==> config.mk <==
export PLATFORM = sky130hd
export DESIGN_NAME = sdram_port_arbiter
export DESIGN_NICKNAME = d
export VERILOG_FILES = /design/src/rtl/sdram_arb_pkg.sv /design/src/rtl/sdram_arb_id_fifo.sv /design/src/rtl/sdram_port_arbiter.sv
export SDC_FILE = /design/constraint.sdc
export NUM_CORES = 1
export LEC_CHECK = 0
export CORE_AREA = 2 2 107 109
export CTS_CLUSTER_DIAMETER = 30
export CTS_CLUSTER_SIZE = 24
export DETAILED_ROUTE_END_ITERATION = 8
export DIE_AREA = 0 0 109 111
export SETUP_SLACK_MARGIN = 0.3
export SLEW_MARGIN = 20
export SYNTH_ARGS = -nofsm -noshare
export SYNTH_HDL_FRONTEND = slang
export SYNTH_SLANG_ARGS = --single-unit
==> constraint.sdc <==
create_clock -name clk -period 2.8 [get_ports clk]
set_input_delay 0.84 -clock clk [delete_from_list [all_inputs] [get_ports clk]]
set_output_delay 0.84 -clock clk [all_outputs]
set_load 0.01 [all_outputs]
==> src/rtl/sdram_arb_pkg.sv <==
// Shared constants and types for the two-master SDRAM port arbiter.
// Round-robin arbitration is enabled by defining SDRAM_ARB_RR_EN.
package sdram_arb_pkg;

    localparam int NUM_MASTERS    = 2;
    localparam int MID_W          = 1;
    localparam int DEF_ADDR_WIDTH = 25;
    localparam int DEF_DATA_WIDTH = 16;
    localparam int DEF_RD_DEPTH   = 4;

    typedef logic [MID_W-1:0] mid_t;

    typedef enum logic [1:0] {
        ST_IDLE   = 2'd0,
        ST_CMD_WR = 2'd1,
        ST_CMD_RD = 2'd2
    } arb_state_t;

endpackage

==> src/rtl/sdram_arb_id_fifo.sv <==
// FIFO of master IDs for reads issued to the controller, in issue order.
// The head tells the return path which master owns the next read beat.
module sdram_arb_id_fifo
    import sdram_arb_pkg::*;
#(
    parameter int DEPTH = DEF_RD_DEPTH
) (
    input  logic clk,
    input  logic reset,
    input  logic push,
    input  mid_t push_id,
    input  logic pop,
    output logic full,
    output logic empty,
    output mid_t head
);

    localparam int PTR_W = $clog2(DEPTH);
    localparam logic [PTR_W:0] FULL_CNT = (PTR_W+1)'(DEPTH);

    mid_t             id_mem [DEPTH];
    logic [PTR_W-1:0] wr_ptr_reg;
    logic [PTR_W-1:0] rd_ptr_reg;
    logic [PTR_W:0]   count_reg;
    logic             push_ok;
    logic             pop_ok;

    assign full    = (count_reg == FULL_CNT);
    assign empty   = (count_reg == '0);
    // A push while full is dropped even if a pop happens in the same cycle.
    assign push_ok = push & ~full;
    assign pop_ok  = pop & ~empty;
    assign head    = id_mem[rd_ptr_reg];

    always_ff @(posedge clk) begin
        if (push_ok) begin
            id_mem[wr_ptr_reg] <= push_id;
        end
    end

    // Pointers wrap naturally since DEPTH is a power of two.
    always_ff @(posedge clk) begin
        if (reset) begin
            wr_ptr_reg <= '0;
            rd_ptr_reg <= '0;
            count_reg  <= '0;
        end else begin
            if (push_ok) begin
                wr_ptr_reg <= wr_ptr_reg + 1'b1;
            end
            if (pop_ok) begin
                rd_ptr_reg <= rd_ptr_reg + 1'b1;
            end
            case ({push_ok, pop_ok})
                2'b10:   count_reg <= count_reg + 1'b1;
                2'b01:   count_reg <= count_reg - 1'b1;
                default: count_reg <= count_reg;
            endcase
        end
    end

endmodule

==> src/rtl/sdram_port_arbiter.sv <==
// Two-master AXI-lite style arbiter in front of a single SDRAM controller port.
// Fixed master-0 priority by default; round-robin when SDRAM_ARB_RR_EN is defined.
module sdram_port_arbiter
    import sdram_arb_pkg::*;
#(
    parameter int ADDR_WIDTH = DEF_ADDR_WIDTH,
    parameter int DATA_WIDTH = DEF_DATA_WIDTH,
    parameter int RD_DEPTH   = DEF_RD_DEPTH
) (
    input  logic                  clk,
    input  logic                  reset,
    input  logic [ADDR_WIDTH-1:0] m0_axi_araddr,
    input  logic                  m0_axi_arvalid,
    output logic                  m0_axi_arready,
    output logic [DATA_WIDTH-1:0] m0_axi_rdata,
    output logic                  m0_axi_rvalid,
    input  logic                  m0_axi_rready,
    input  logic [ADDR_WIDTH-1:0] m0_axi_awaddr,
    input  logic                  m0_axi_awvalid,
    output logic                  m0_axi_awready,
    input  logic [DATA_WIDTH-1:0] m0_axi_wdata,
    input  logic                  m0_axi_wvalid,
    output logic                  m0_axi_wready,
    input  logic [ADDR_WIDTH-1:0] m1_axi_araddr,
    input  logic                  m1_axi_arvalid,
    output logic                  m1_axi_arready,
    output logic [DATA_WIDTH-1:0] m1_axi_rdata,
    output logic                  m1_axi_rvalid,
    input  logic                  m1_axi_rready,
    input  logic [ADDR_WIDTH-1:0] m1_axi_awaddr,
    input  logic                  m1_axi_awvalid,
    output logic                  m1_axi_awready,
    input  logic [DATA_WIDTH-1:0] m1_axi_wdata,
    input  logic                  m1_axi_wvalid,
    output logic                  m1_axi_wready,
    output logic [ADDR_WIDTH-1:0] s_axi_araddr,
    output logic                  s_axi_arvalid,
    input  logic                  s_axi_arready,
    input  logic [DATA_WIDTH-1:0] s_axi_rdata,
    input  logic                  s_axi_rvalid,
    output logic                  s_axi_rready,
    output logic [ADDR_WIDTH-1:0] s_axi_awaddr,
    output logic                  s_axi_awvalid,
    input  logic                  s_axi_awready,
    output logic [DATA_WIDTH-1:0] s_axi_wdata,
    output logic                  s_axi_wvalid,
    input  logic                  s_axi_wready,
    output logic                  rd_orphan
);

    logic [ADDR_WIDTH-1:0]  araddr_a [NUM_MASTERS];
    logic [ADDR_WIDTH-1:0]  awaddr_a [NUM_MASTERS];
    logic [DATA_WIDTH-1:0]  wdata_a  [NUM_MASTERS];
    logic [NUM_MASTERS-1:0] arvalid_v, awvalid_v, wvalid_v, rready_v;
    logic [NUM_MASTERS-1:0] arready_v, awready_v, wready_v, rvalid_v;
    logic [NUM_MASTERS-1:0] wr_req, rd_req, req_any;

    arb_state_t state_reg, state_next;
    mid_t       grant_reg, grant_next;
    mid_t       pick_id;
    logic       wr_fire, rd_fire, rd_pop;
    logic       fifo_full, fifo_empty;
    mid_t       fifo_head;
    logic       rd_orphan_reg;

    assign araddr_a[0] = m0_axi_araddr;
    assign araddr_a[1] = m1_axi_araddr;
    assign awaddr_a[0] = m0_axi_awaddr;
    assign awaddr_a[1] = m1_axi_awaddr;
    assign wdata_a[0]  = m0_axi_wdata;
    assign wdata_a[1]  = m1_axi_wdata;
    assign arvalid_v   = {m1_axi_arvalid, m0_axi_arvalid};
    assign awvalid_v   = {m1_axi_awvalid, m0_axi_awvalid};
    assign wvalid_v    = {m1_axi_wvalid, m0_axi_wvalid};
    assign rready_v    = {m1_axi_rready, m0_axi_rready};

    assign m0_axi_arready = arready_v[0];
    assign m1_axi_arready = arready_v[1];
    assign m0_axi_awready = awready_v[0];
    assign m1_axi_awready = awready_v[1];
    assign m0_axi_wready  = wready_v[0];
    assign m1_axi_wready  = wready_v[1];
    assign m0_axi_rvalid  = rvalid_v[0];
    assign m1_axi_rvalid  = rvalid_v[1];
    assign m0_axi_rdata   = s_axi_rdata;
    assign m1_axi_rdata   = s_axi_rdata;

    // Reads are held off while every ID slot is in use.
    genvar gi;
    generate
        for (gi = 0; gi < NUM_MASTERS; gi++) begin : g_master
            assign wr_req[gi]   = awvalid_v[gi] & wvalid_v[gi];
            assign rd_req[gi]   = arvalid_v[gi] & ~fifo_full;
            assign req_any[gi]  = wr_req[gi] | rd_req[gi];
            assign rvalid_v[gi] = s_axi_rvalid & ~fifo_empty & (fifo_head == mid_t'(gi));
        end
    endgenerate

`ifdef SDRAM_ARB_RR_EN
    mid_t rr_ptr_reg;

    // rr_ptr_reg names the master that wins a tie; the winner is demoted.
    always_comb begin
        pick_id = req_any[rr_ptr_reg] ? rr_ptr_reg : ~rr_ptr_reg;
    end

    always_ff @(posedge clk) begin
        if (reset) begin
            rr_ptr_reg <= '0;
        end else if (state_reg == ST_IDLE && (|req_any)) begin
            rr_ptr_reg <= ~pick_id;
        end
    end
`else
    always_comb begin
        pick_id = req_any[0] ? mid_t'(0) : mid_t'(1);
    end
`endif

    assign wr_fire = s_axi_awvalid & s_axi_awready & s_axi_wvalid & s_axi_wready;
    assign rd_fire = s_axi_arvalid & s_axi_arready;
    assign rd_pop  = s_axi_rvalid & s_axi_rready & ~fifo_empty;

    always_ff @(posedge clk) begin
        if (reset) begin
            state_reg <= ST_IDLE;
            grant_reg <= '0;
        end else begin
            state_reg <= state_next;
            grant_reg <= grant_next;
        end
    end

    always_comb begin
        state_next = state_reg;
        grant_next = grant_reg;
        case (state_reg)
            ST_IDLE: begin
                if (|req_any) begin
                    grant_next = pick_id;
                    state_next = wr_req[pick_id] ? ST_CMD_WR : ST_CMD_RD;
                end
            end
            ST_CMD_WR: if (wr_fire) state_next = ST_IDLE;
            ST_CMD_RD: if (rd_fire) state_next = ST_IDLE;
            default:   state_next = ST_IDLE;
        endcase
    end

    always_comb begin
        s_axi_araddr  = araddr_a[grant_reg];
        s_axi_awaddr  = awaddr_a[grant_reg];
        s_axi_wdata   = wdata_a[grant_reg];
        s_axi_arvalid = 1'b0;
        s_axi_awvalid = 1'b0;
        s_axi_wvalid  = 1'b0;
        arready_v     = '0;
        awready_v     = '0;
        wready_v      = '0;
        case (state_reg)
            ST_CMD_WR: begin
                s_axi_awvalid        = awvalid_v[grant_reg];
                s_axi_wvalid         = wvalid_v[grant_reg];
                awready_v[grant_reg] = s_axi_awready;
                wready_v[grant_reg]  = s_axi_wready;
            end
            ST_CMD_RD: begin
                s_axi_arvalid        = arvalid_v[grant_reg];
                arready_v[grant_reg] = s_axi_arready;
            end
            default: ;
        endcase
    end

    // With nothing outstanding, stray read data is accepted and dropped.
    assign s_axi_rready = fifo_empty ? s_axi_rvalid : rready_v[fifo_head];

    always_ff @(posedge clk) begin
        if (reset) begin
            rd_orphan_reg <= 1'b0;
        end else if (s_axi_rvalid && fifo_empty) begin
            rd_orphan_reg <= 1'b1;
        end
    end

    assign rd_orphan = rd_orphan_reg;

    sdram_arb_id_fifo #(
        .DEPTH(RD_DEPTH)
    ) u_id_fifo (
        .clk    (clk),
        .reset  (reset),
        .push   (rd_fire),
        .push_id(grant_reg),
        .pop    (rd_pop),
        .full   (fifo_full),
        .empty  (fifo_empty),
        .head   (fifo_head)
    );

endmodule
---- Yosys cells after proc, flatten, opt, wreduce, memory -nomap -nowiden ----
Memories as Yosys holds them, arrays and structs flattened. A register that Yosys moved wholly into a read port is not among the register bits.
Index checks and enable logic that the tools add are counted.
cells by class
  eq/ne operators ......................... 8
  $add $sub $neg .......................... 4
  shift-type cells ........................ 0
  divide/modulo/power cells ............... 0
  multiply operators ...................... 0
  magnitude comparators ................... 5
  reduce and logical (&&, ||, !) cells .... 8
  bitwise gates (word level) .............. 24
  multiplexer cells ....................... 39
operator list
  cell                                                 number
  two-way mux 25 bit                                   6
  two-way mux 16 bit                                   3
  two-way mux 1 bit                                    18
  two-way mux 2 bit                                    9
  AND 1 bit                                            15
  AND 2 bit                                            3
  < comparator 1 x 2 -> 1 bit, second input constant   3
  case mux 2 bit (3 select lines)                      1
  case mux 3 bit (2 select lines)                      1
  adder 2 x 1 -> 2 bit, second input constant          2
  equality test 2 x 1 -> 1 bit, second input constant  2
  equality test 2 bit, second input constant           2
  != test 2 bit, second input constant                 2
  adder 3 x 1 -> 3 bit, second input constant          1
  equality test 3 bit, second input constant           1
  logical NOT 3 bit                                    1
  NOT 1 bit                                            3
  AND reduction 3 bit                                  1
  subtractor 3 x 1 -> 3 bit, second input constant     1
  >= comparator 2 bit, second input constant           1
  logical AND 1 bit                                    2
  logical NOT 2 bit                                    1
  != test 2 x 1 -> 1 bit, second input constant        1
  NOT 1 -> 2 bit                                       1
  other kinds (6)                                      7
storage, ports and cells
  logic and storage cells ................. 95
  memory bits (writable) .................. 4
  register bits after elaboration ......... 11
  memories kept ........................... 1
  ROM bits ................................ 0
  output and inout bits ................... 111
  bits in latches ......................... 0
  bits of input ports ..................... 162
memory list
  memory            words  width  read ports  clocked after Yosys merged registers in  wr ports  RTL line                 text
  u_id_fifo.id_mem  4      1      1           1                                        1         sdram_arb_id_fifo.sv:21  mid_t id_mem [DEPTH];

---- Longest topological paths before layout ----
Gate-level depths: netlist (run 1).
  word-level depth ........................ 10
  gate-level depth with buffers ........... 10
  mapped depth without buffers ............ 10

---- Hierarchy ----
Synthesis (run 1) repeated with hierarchy kept, for this count alone.
second synthesis, totals
  cell total of the unflattened synthesis .. 216
  area, all modules ....................... 1988.2 sq um
by module, submodules not included
  module              sequential area each (sq um)  area each (sq um)  cells each  instances
  sdram_port_arbiter  80.1                          1370.1             157         1
  sdram_arb_id_fifo   300.3                         618.1              59          1

---- Worst setup path after synthesis (run 1) ----
No wires, ideal clock.
  path kind ............................... input to register
  start ................................... input m1_axi_arvalid
  end ..................................... register u_id_fifo.count_reg[2]
  cell stages on the path ................. 10
  path slack .............................. 176 ps
  arrival time ............................ 2553 ps
  required time ........................... 2729 ps
  path buffers ............................ 0
  setup time .............................. 71 ps
  path through ............................ mux2_2 > nand3_1 > nor2_1 > inv_1 > ha_1 > inv_1 > fa_1 > xor2_1 > or3_1 > a21oi_1
between the ends
  longest elaborated chain between the ends .. 7
  elaborated cells between the ends (all ways) .. 9
  those cells by class .................... 2 x eq/ne; 4 x mux; 2 x bitwise; 1 x reduce/logical
RTL lines
  item                                                                   RTL line                   text
  from (decl)                                                            sdram_port_arbiter.sv:25   input logic m1_axi_arvalid,
  two-way mux 1 bit (not written as such) (*) (2 in series)              sdram_port_arbiter.sv:168  s_axi_arvalid = arvalid_v[grant_reg];
  two-way mux 1 bit (*)                                                  sdram_port_arbiter.sv:160  case (state_reg)
  AND 1 bit (*)                                                          sdram_port_arbiter.sv:121  assign rd_fire = s_axi_arvalid & s_axi_arready;
  AND 1 bit (*)                                                          sdram_arb_id_fifo.sv:31    assign push_ok = push & ~full;
  equality test 2 x 1 -> 1 bit or equality test 2 bit (tied branches)    sdram_arb_id_fifo.sv:54    case ({push_ok, pop_ok})
  case mux 3 bit (2 select lines) or nonzero test 2 bit (tied branches)  -
  to (signal assigned)                                                   sdram_arb_id_fifo.sv:55    2'b10: count_reg <= count_reg + 1'b1;
  to (signal assigned)                                                   sdram_arb_id_fifo.sv:56    2'b01: count_reg <= count_reg - 1'b1;
  to (signal assigned)                                                   sdram_arb_id_fifo.sv:57    default: count_reg <= count_reg;
  to (decl)                                                              sdram_arb_id_fifo.sv:24    logic [PTR_W:0] count_reg;
Mark *: on every way between the ends. The rest lies on a longest branch, timed or not. The select of a mux whose other input is x is not followed.
A chain may end at the register's enable or synchronous reset.

==> impl_metrics.csv, run 1 <==
group,metric,value,unit
worst_setup_path,critPathKind,"flop to flop",
global_routing,antenna_found_initial,0,
worst_setup_path,reg2reg_slack,0.25,ns
cells_and_area,seq_area,385.4,um^2
floorplanning,die_y,111,um
pwr,switching_power,408.7,uW
timing,slew_headroom,0.6425,
floorplanning,dieArea,0.01210,mm^2
synth,yosys.area.top_type_share,0.3911,
worst_setup_path,cp-start-kind,"flop",
min_path,worstHoldEndpoint,"rd_orphan$_SDFFE_PP0P_",
global_routing,globalRouteTotalUtil,0.1415,
timing,min_period_over_period,0.9100,
worst_setup_path,cp_cell_sequence,"mux4_2 -> mux2i_2 -> buf_4 -> nor2_4 -> ha_4 -> inv_1 -> fa_2 -> xor2_1 -> or3_1 -> a21oi_2",
synth,synth_cells,213,
route,ant_nets,0,
global_routing,grt-ovfl-total,0,
route,routed-via-count,2322,
global_routing,grt_max_degree,20,
route,drt_iter0_markers,45,
floorplanning,rows,39,
route,drc_errors,0,
cts,cts-root-buf,"clkbuf_16",
timing,hold_viol_final,0,
worst_setup_path,regToRegStartpoint,"u_id_fifo.id_mem[3]$_DFFE_PP_",
global_routing,grt_use_met2,0.2609,
timing,skew,0.003765,ns
global_routing,grt_first_pass_wirelength,13260,um
cells_and_area,final_nets,594,
worst_setup_path,worstPathRequired,2.98,ns
cells_and_area,insertedDiodeCount,0,
timing,tightestPinTransition,0.5346,ns
timing,whs,0.4671,ns
timing,maxSlewViolCount,0,
route,wl_per_cell,15.51,um
timing,fmax,392.5,MHz
pwr,p_per_area,308.1,mW/mm^2
cells_and_area,multi_input_area,0.001471,mm^2
floorplanning,die_w,109,um
run_status,status,"complete, no violations",
global_routing,grt_pass1_vias,2462,
worst_setup_path,timing.critical_path.buf_inv,2,
global_routing,globalRoute.busiestLayer,"met2",
pwr,vdd_drop_max,0.0002158,V
synth,syn_area,0.001987,mm^2
cts,numCtsBuffers,3,
synth,synthesis.nets,381,
pwr,p_comb_frac,0.595,
floorplanning,ioPinCount,273,
cts,clk_pin_slew,0.05,ns
worst_setup_path,crit_family,"multiplexers",
synth,syn_area_per_cell,9.328,um^2
pwr,p_clk_frac,0.201,
route,drt_wl_total,8810,um
synth,synth_area_leaders,"mux2_2 (39%), dfxtp_1 (13%), buf_4 (12%), edfxtp_1 (6.0%), nor2_1 (3.4%)",
cts,cts.sinks,17,
synth,synthFlopType,"dfxtp_1",
timing,setup_viol,0,
timing,period_needed,2.548,ns
synth,ys_warn_count,0,
min_path,hp-start,"rd_orphan$_SDFFE_PP0P_",
timing,grt_setup_unrepaired,"true",
cells_and_area,area_delta_synth_final,130.5,%
worst_setup_path,critical_path.endpoint_type,"flop",
place,hpwl,7517,um
cts,insertion_delay,0.25,ns
synth,synth-edff-count,4,
place,gp_congestion,0.8231,
pwr,internal-power,1003,uW
worst_setup_path,timing.rr.end,"u_id_fifo.count_reg[2]$_SDFFE_PP0P_",
global_routing,grt.met1_usage,0.1551,
cells_and_area,nFillCells,1086,
cts,h-tree-depth,1,
worst_setup_path,arrival,2.72,ns
pwr,pwr-share-seq,0.204,
synth,async_reset_ff_frac,0,
worst_setup_path,worstRegToRegCells,10,
place,portBuffers,224,
cells_and_area,fin_util,0.4135,
synth,synth_seq_cells,17,
floorplanning,start_util,0.1794,
global_routing,met3_usage,0.04409,
synth,synth_cell_types,34,
cts,cts_hold_buf,0,
floorplanning,fp.coreArea,0.01108,mm^2
pwr,p_sw_frac,0.2896,
cells_and_area,drive_gt1_frac,0.4447,
worst_setup_path,cpMaxStageDelayCell,"mux4_2",
cts,clock_path_buffers,2,
min_path,hold_depth,2,
run,max_cap_violations,0,
pwr,p_leak,0.002200,uW
synth,yosys.area.top_type,"mux2_2",
cts,cts_tree,"done",
min_path,min_path_type,"flop to flop",
route,drt-pass1-iter-count,4,
worst_setup_path,slowest_delay,0.51,ns
worst_setup_path,path_max_fanout,2,
route,via_per_inst,4.088,
synth,ys_seq_area_frac,0.1914,
worst register-to-register path, stage by stage, from the launching register on:
cell      delay [ns]
edfxtp_1        0.35
mux4_2          0.51
mux2i_2         0.18
buf_4           0.15
nor2_4          0.11
ha_4            0.14
inv_1           0.05
fa_2            0.33
xor2_1          0.16
or3_1           0.36
a21oi_2         0.14
per-layer routing:
| layer | part of all wire | vias to the layer above |
|---|---|---|
| li1 | - | 1132 |
| met2 | 0.53 | 121 |
| met5 | 0 | - |
| met4 | 0.011 | 0 |
| met1 | 0.38 | 1062 |
| met3 | 0.076 | 7 |
cell usage in the layout (no fill, tap or decap), drive strengths merged, types with 5 or more instances in the layout:
cell           netlist  final
a21oi                7      7
and2                 6      6
buf                 38     96
clkbuf               3      7
clkdlybuf4s50        0    102
dfxtp               13     13
dlygate4sd2          0     16
dlymetal6s2s         0     28
ha                   5      5
inv                  7      7
mux2                70     70
nand2                8      8
nor2                19     19
area by class of cell:
type | count | area share
clock buffers | 4 | 0.01721
inverters | 7 | 0.005736
multi-input cells | 148 | 0.3212
flip-flops and latches | 17 | 0.08413
well taps | 143 | 0.03906
repair buffers | 249 | 0.5326
per-stage QoR:
stage          power, uW  setup WS [ns]  area (um^2)  TNS (ns)  std cells
4_1_cts             1327         0.2276         4187         0        566
3_5_place_dp        1105        -0.2422         4335    -4.147        560
6_report            1411         0.2521         4581         0        568
3_3_place_gp        1100        -0.2515         4335    -3.778        560
5_1_grt             1489         0.1222         4581         0        568
2_1_floorplan      635.4         0.3274         2009         0        213
power by group through the flow:
stage	logic [uW]	clock network [uW]	registers (uW)
after floorplan	356	0	279
after global placement	809	0	291
after detailed placement	814	0	291
after CTS	744	295	287
after global routing	892	305	292
final	840	283	288
how the worst max path moves through the flow:
stage | cells after the start | end | slack, ns | startpoint
2_1_floorplan | 10 | u_id_fifo.count_reg[2]$_SDFFE_PP0P_ | 0.33 | m1_axi_arvalid
3_3_place_gp | 4 | s_axi_arvalid | -0.25 | m1_axi_arvalid
3_5_place_dp | 4 | s_axi_arvalid | -0.24 | m1_axi_arvalid
4_1_cts | 10 | u_id_fifo.count_reg[2]$_SDFFE_PP0P_ | 0.23 | m1_axi_rready
5_1_grt | 10 | u_id_fifo.count_reg[2]$_SDFFE_PP0P_ | 0.12 | u_id_fifo.id_mem[3]$_DFFE_PP_
6_report | 10 | u_id_fifo.count_reg[2]$_SDFFE_PP0P_ | 0.25 | u_id_fifo.id_mem[3]$_DFFE_PP_
synth_stat cells, drive strengths merged (2+ instances only):
| library cell | n |
|---|---|
| nand2 | 8 |
| a21oi | 7 |
| buf | 38 |
| o21ai | 3 |
| dfxtp | 13 |
| mux2 | 70 |
| and2 | 6 |
| edfxtp | 4 |
| or3 | 2 |
| nand3 | 2 |
| clkbuf | 3 |
| ha | 5 |
| xor2 | 2 |
| nor3b | 2 |
| mux2i | 4 |
| nor2b | 4 |
| inv | 7 |
| nor2 | 19 |
| and3 | 4 |
cell families after synthesis:
kind of cell,count (synthesis),share of synthesized area
and+or+nand+nor,50,0.1259
DFF,17,0.1914
AOI/OAI and AO/OA,14,0.04282
adders and majority gates,6,0.04156
xor gates and xnor gates,3,0.01323
buffers and inverters,48,0.1549
muxes,75,0.4301
repair_timing:
action / CTS / global route
buffers inserted: 2 / 2
endpoints found under the setup margin: 80 / 52
pin swaps: 8 / 4
gates resized for setup: 347 / 105
hold endpoints to repair: 0 / 0
No activity file was read; power rests on OpenSTA's default activity.
==> run 2, diff against run 1 <==
CELL_PAD_IN_SITES_DETAIL_PLACEMENT = 2   (was unset)
CELL_PAD_IN_SITES_GLOBAL_PLACEMENT = 2   (was unset)
CORE_AREA = unset   (was 2 2 107 109)
CORE_UTILIZATION = 11   (was unset)
CTS_CLUSTER_SIZE = unset   (was 24)
DIE_AREA = unset   (was 0 0 109 111)
PLACE_DENSITY_LB_ADDON = 0.1   (was unset)
==> impl_metrics.csv, run 2 (synthesized netlist as in run 1, its figures left out) <==
group,metric,value,unit
cts,cts-root-buf,"clkbuf_16",
floorplanning,start_util,0.1137,
worst_setup_path,worstRegToRegCells,10,
cells_and_area,fin_area,0.004765,mm^2
place,hpwl,10590,um
route,drc_errors,0,
worst_setup_path,reg2reg_slack,0.29,ns
cells_and_area,nFillCells,1959,
floorplanning,dieArea,0.01860,mm^2
pwr,p_per_area,304.5,mW/mm^2
cells_and_area,final_nets,602,
place,portBuffers,224,
worst_setup_path,worstPathRequired,1.96,ns
global_routing,grt_max_degree,25,
timing,fin_ws,0.2503,ns
place,dpl_cell_area,0.004453,mm^2
route,drt_wl_total,12120,um
worst_setup_path,cpMaxStageDelayCell,"mux4_2",
timing,min_period_over_period,0.9106,
cells_and_area,final_cells,667,
run_status,status,"complete, no violations",
timing,hold_viol_final,0,
pwr,vdd_drop_max,0.0001600,V
place,gp_congestion,0.6975,
timing,fmax,392.2,MHz
cts,cts_tree,"done",
run,max_cap_violations,0,
worst_setup_path,critPathKind,"flop to primary output",
timing,tightestPinTransition,0.3369,ns
cells_and_area,final_cell_mix,"clkdlybuf4s50_1 (99), buf_6 (50), mux2_2 (36), mux2_4 (33), buf_4 (30)",
worst_setup_path,crit_family,"multiplexers",
pwr,p_leak,0.002251,uW
worst_setup_path,cp_cell_sequence,"mux4_2 -> buf_4 -> and3_2 -> clkdlybuf4s15_1",
timing,grt_setup_unrepaired,"true",
timing,slew_headroom,0.7747,
floorplanning,rows,48,
place,placed_cells,644,
route,ant_nets,0,
worst_setup_path,slowest_delay,0.52,ns
worst_setup_path,arrival,1.71,ns
cts,clk_pin_slew,0.05,ns
timing,maxSlewViolCount,0,
worst_setup_path,cp.depth,4,
floorplanning,die_y,136.4,um
timing,setup_viol,0,
cts,numCtsBuffers,3,
worst_setup_path,cp-start-kind,"flop",
cells_and_area,drive_gt1_frac,0.4527,
route,wl_per_cell,18.16,um
timing,period_needed,2.550,ns
global_routing,globalRouteTotalUtil,0.1254,
floorplanning,fp.coreArea,0.01748,mm^2
global_routing,antenna_found_initial,14,
route,drt-pass1-iter-count,3,
cts,h-tree-depth,1,
timing,skew,0.001661,ns
floorplanning,die_w,136.4,um
min_path,min_path_type,"flop to flop",
cts,cts_hold_buf,0,
cells_and_area,layout_commonest_cell,"clkdlybuf4s50_1",
place,pre_cts_ws,-0.2881,ns
worst_setup_path,critical_path.endpoint_type,"primary output",
cts,cts.sinks,17,
cts,insertion_delay,0.25,ns
global_routing,grt-ovfl-total,0,
min_path,hold_depth,2,
worst_setup_path,timing.critical_path.buf_inv,2,
cts,clock_path_buffers,2,
worst_setup_path,path_max_fanout,2,
global_routing,grt_first_pass_wirelength,16640,um
route,drt_iter0_markers,20,
global_routing,grt_pass1_vias,2728,
route,routed-via-count,2489,
route,via_per_inst,3.732,
floorplanning,ioPinCount,273,
cells_and_area,area_delta_synth_final,139.8,%
## run 2: changes by cell type in the layout (fill, tap and decap cells not counted), sizes merged
| cell | before | now |
|---|---|---|
| dlygate4sd2 | 16 | 17 |
| clkdlybuf4s50 | 102 | 99 |
| clkinv | 0 | 1 |
| diode | 0 | 9 |
| buf | 96 | 107 |
| dlymetal6s2s | 28 | 29 |
| clkdlybuf4s15 | 4 | 5 |
| clkbuf | 7 | 3 |
## run 2: per-stage QoR
step | util | hold WS (ns) | power, uW | TNS (ns)
after CTS | 0.2460 | 0.4878 | 1368 | 0
after global placement | 0.2548 | 0.4558 | 1132 | -4.513
after detailed placement | 0.2548 | 0.4718 | 1136 | -5.126
after floorplan | - | 0.4837 | 635.4 | 0
after global routing | 0.2721 | 0.5524 | 1532 | 0
final | 0.2726 | 0.4761 | 1451 | 0
## run 2: what timing repair did
item	CTS	global route
pin swaps	6	1
setup endpoints to repair	80	50
setup buffers	6	4
gates resized for setup	354	114
## run 2: path summary, 6_finish.rpt
path	endpoint	start
worst min register to register	rd_orphan$_SDFFE_PP0P_	rd_orphan$_SDFFE_PP0P_
worst min-delay path	rd_orphan$_SDFFE_PP0P_	rd_orphan$_SDFFE_PP0P_
worst max register to register	u_id_fifo.count_reg[2]$_SDFFE_PP0P_	u_id_fifo.id_mem[3]$_DFFE_PP_
worst max-delay path	m1_axi_rvalid	u_id_fifo.id_mem[3]$_DFFE_PP_
## run 2: final cells by class
| class | count | area (um^2) | area share |
|---|---|---|---|
| clock buffer | 3 | 75.07 | 0.01576 |
| multi-input combinational | 148 | 1460 | 0.3065 |
| clock inverter | 1 | 5.005 | 0.001050 |
| sequential | 17 | 385.4 | 0.08088 |
| tap | 225 | 281.5 | 0.05909 |
| inverter | 7 | 26.28 | 0.005515 |
| timing repair buffer | 257 | 2509 | 0.5265 |
| antenna | 9 | 22.52 | 0.004727 |
## run 2: tightest hold or removal path, cell delays in order, from the launching register on
cell,delay (ns)
dfxtp_1,0.33
a21oi_1,0.05
nor2_1,0.07
## run 2: per-layer routing
layer  global-route usage  part of all wire
met1               0.1246              0.35
met2               0.2256              0.52
met3              0.07233              0.13
met4              0.02407            0.0074
met5                    0            0.0056
## run 2: power by group
| group | switching, uW | leakage (uW) | internal (uW) |
|---|---|---|---|
| Sequential | 22.1 | 0.000143 | 265 |
| Clock | 101 | 0.0000409 | 191 |
| Combinational | 319 | 0.00207 | 553 |
| Total | 442 | 0.00225 | 1010 |
==> RTL change (settings of run 1) <==
Encoding of `arb_state_t`: now one-hot (3 bits for 3 states).
--- a/src/rtl/sdram_arb_pkg.sv
+++ b/src/rtl/sdram_arb_pkg.sv
@@ -11,8 +11,8 @@
     typedef logic [MID_W-1:0] mid_t;
 
-    typedef enum logic [1:0] {
-        ST_IDLE   = 2'd0,
-        ST_CMD_WR = 2'd1,
-        ST_CMD_RD = 2'd2
+    typedef enum logic [2:0] {
+        ST_IDLE   = 3'b001,
+        ST_CMD_WR = 3'b010,
+        ST_CMD_RD = 3'b100
     } arb_state_t;
 
Formal check against the unedited RTL: same outputs for any inputs over 10 cycles, from zero or initial values and one cycle with reset high; not proved beyond that.
==> RTL change against run 1 <==
Combinational power up 21%; setup slack better by 5.1 ps; wire length up 13%; hold slack better by 25 ps; area after synthesis up 2.2%; sequential power up 1%; clock power up 3%; sequential cell count up 1; total power up 13%; highest routed layer is now met5; cell area up 2.8%; final cell count up 2.8%.
==> RTL change: results (changes against run 1) <==
----------------------------------------------------
[STA]
  Post-route clock skew ... 2.431 ps (-1.334 ps)
  Worst slew pin tran ... 577.1 ps (+42.49 ps)
  Final hold slack ... 492.4 ps (+25.24 ps)

[Global routing]
  Wire length of the first global-routing pass ... 14,280 µm (+7.7%)
  Initial antenna violation count ... 4 (+4)
  Vias in the first global route ... 2,492 (+1.2%)
  Total Routing Usage GR ... 15.83% (+1.7 points)
  Largest net degree at the start of global routing ... 15 (-25%)

[Layout]
  Ratio of cells with drive above 1 in the final layout ... 45.33% (+0.86 points)
  Net total in the final layout ... 608 (+2.4%)

[Yosys]
  Sequential-to-total area share from yosys stat ... 19.72% (+0.57 points)
  Main area contributors after synthesis ... sky130_fd_sc_hd__mux2_2, sky130_fd_sc_hd__dfxtp_1, sky130_fd_sc_hd__buf_4
  Count of flip-flops with a built-in enable after synthesis ... 4 (unchanged)
  Post-synth cell types ... 35 (+2.9%)
  Post-Syn Nets ... 384 (+0.79%)
  Most used DFF post-synth ... sky130_fd_sc_hd__dfxtp_1
  Most instantiated cells after synthesis ... sky130_fd_sc_hd__mux2_2, sky130_fd_sc_hd__buf_4, sky130_fd_sc_hd__nor2_1
  Async S/R FF share, synth ... 0% (unchanged)

[Detailed routing]
  Average routed wire per standard cell ... 17.01 µm (+9.7%)
  Detailed-route via count ... 2,416 (+4.0%)
  Length of routed met3 wiring ... 953 µm (+43%)
  DR iter-0 viols ... 70 (+56%)
  First-pass detailed-route iteration total ... 5 (+1)
  Routed met1 length ... 4003 µm (+19%)
  Sum of met2 wire segment lengths after detailed routing ... 4860 µm (+3.6%)
  Highest metal layer with signal wires ... met5

[Worst hold path]
  Worst Hold Depth ... 2 (unchanged)
  Capture endpoint of the worst hold path ... rd_orphan
  Hold wc startpoint ... rd_orphan

[Power and ir drop]
  Internal cell power ... 1.117 mW (+11%)
  Max rail drop VDD ... 0.0001824 V (-15%)
  Leak ... 2.250 nW (+2.3%)

[Critical path]
  Setup slack, reg-to-reg ... 260 ps
  RR Endpoint ... u_id_fifo.count_reg[2]
  Largest driver fanout on the critical path ... 3 (+1)
  Slowest stage delay, CP ... 530 ps (+20 ps)

[Place]
  Placer congestion estimate ... 0.7970 (-3.2%)
  Number of input and output port buffers inserted ... 224 (unchanged)
  Estimated wirelength of the detail-placed design ... 8318 µm (+11%)

[Clock tree]
  CTS Root Buffer Type ... sky130_fd_sc_hd__clkbuf_16
  Clock latency of the later-clocked register in the worst-skew pair ... 250 ps (about the same)
  Number of buffers created by CTS ... 3 (unchanged)
  Clock transition at the registers of the reported paths ... 50 ps (about the same)

[Status]
  Outcome ... finished, final reports clean

----------------------------------------------------
-- RTL change: cell types whose count changed in the layout (fill, tap and decap cells not counted), sizes merged, moves of 3 or more --
cell	delta
dlygate4sd2	+15
buf	+12
dlymetal6s2s	-7
clkdlybuf4s50	-7
clkbuf	-3
-- RTL change: worst max path at each step --
stage	end	cells past startpoint	startpoint
floorplan	u_id_fifo.count_reg[2]	10	m1_axi_arvalid
CTS	u_id_fifo.count_reg[2]	10	u_id_fifo.id_mem[0]
finish	u_id_fifo.count_reg[2]	10	u_id_fifo.id_mem[3]
detailed placement	u_id_fifo.count_reg[2]	11	m0_axi_arvalid
global route	u_id_fifo.count_reg[2]	10	u_id_fifo.id_mem[2]
global placement	u_id_fifo.count_reg[2]	11	m0_axi_arvalid
-- RTL change: area by class of cell --
cell class,instances,area (µm²)
fill,1082,6367
timing repair buffer,260,2507
multi-input combinational,150,1505
sequential,18,405.4
tap,143,178.9
clock buffer,4,78.83
inverter,7,28.78
antenna,2,5.005
-- RTL change: metrics by stage --
step | total power [mW] | worst slack [ps] | area, µm² | setup TNS [ps] | cells
2_1_floorplan | 0.7015 | 210.3 | 2056 | 0 | 216
3_3_place_gp | 1.227 | -225.1 | 4387 | -4282 | 567
3_5_place_dp | 1.234 | -262.3 | 4387 | -4700 | 567
4_1_cts | 1.507 | 205.0 | 4357 | 0 | 580
5_1_grt | 1.680 | 173.2 | 4707 | 0 | 583
6_report | 1.601 | 257.2 | 4710 | 0 | 584
-- RTL change: cell families after synthesis --
logic type	Yosys count	share of synthesized area [%]
mux	75	42.08
simple gates	49	12.26
buf+inv	48	15.16
flops	18	19.72
compound gates	17	5.422
fa+ha+maj	6	4.067
xor+xnor	3	1.294
-- RTL change: worst max-delay path: cells and delay by family, from the launching register on --
| family | cells | cell delay (ps) |
|---|---|---|
| muxes | 2 | 720 |
| adders and majority gates | 2 | 500 |
| and+or+nand+nor | 2 | 440 |
| DFF | 1 | 350 |
| buffers and inverters | 2 | 190 |
| xor gates and xnor gates | 1 | 150 |
| AOI/OAI and AO/OA | 1 | 120 |
-- RTL change: timing repair --
item / CTS / global route
cloned: 0 / 0
pin swaps: 9 / 6
setup buffers: 9 / 2
setup endpoints to repair: 80 / 52
resized for setup: 378 / 81
-- RTL change: metal layers --
metal | global-route usage (%) | up-vias
met4 | 2.735 | 4
met1 | 19.60 | 1094
met3 | 5.761 | 13
met2 | 26.38 | 130
li1 | - | 1175
met5 | 0 | -
-- RTL change: power by group through the flow --
stage | clock network [mW] | logic (mW) | registers (mW)
after detailed placement | 0 | 0.910 | 0.324
after floorplan | 0 | 0.406 | 0.295
final | 0.291 | 1.02 | 0.292
after global routing | 0.309 | 1.08 | 0.294
after global placement | 0 | 0.904 | 0.323
after CTS | 0.295 | 0.921 | 0.291
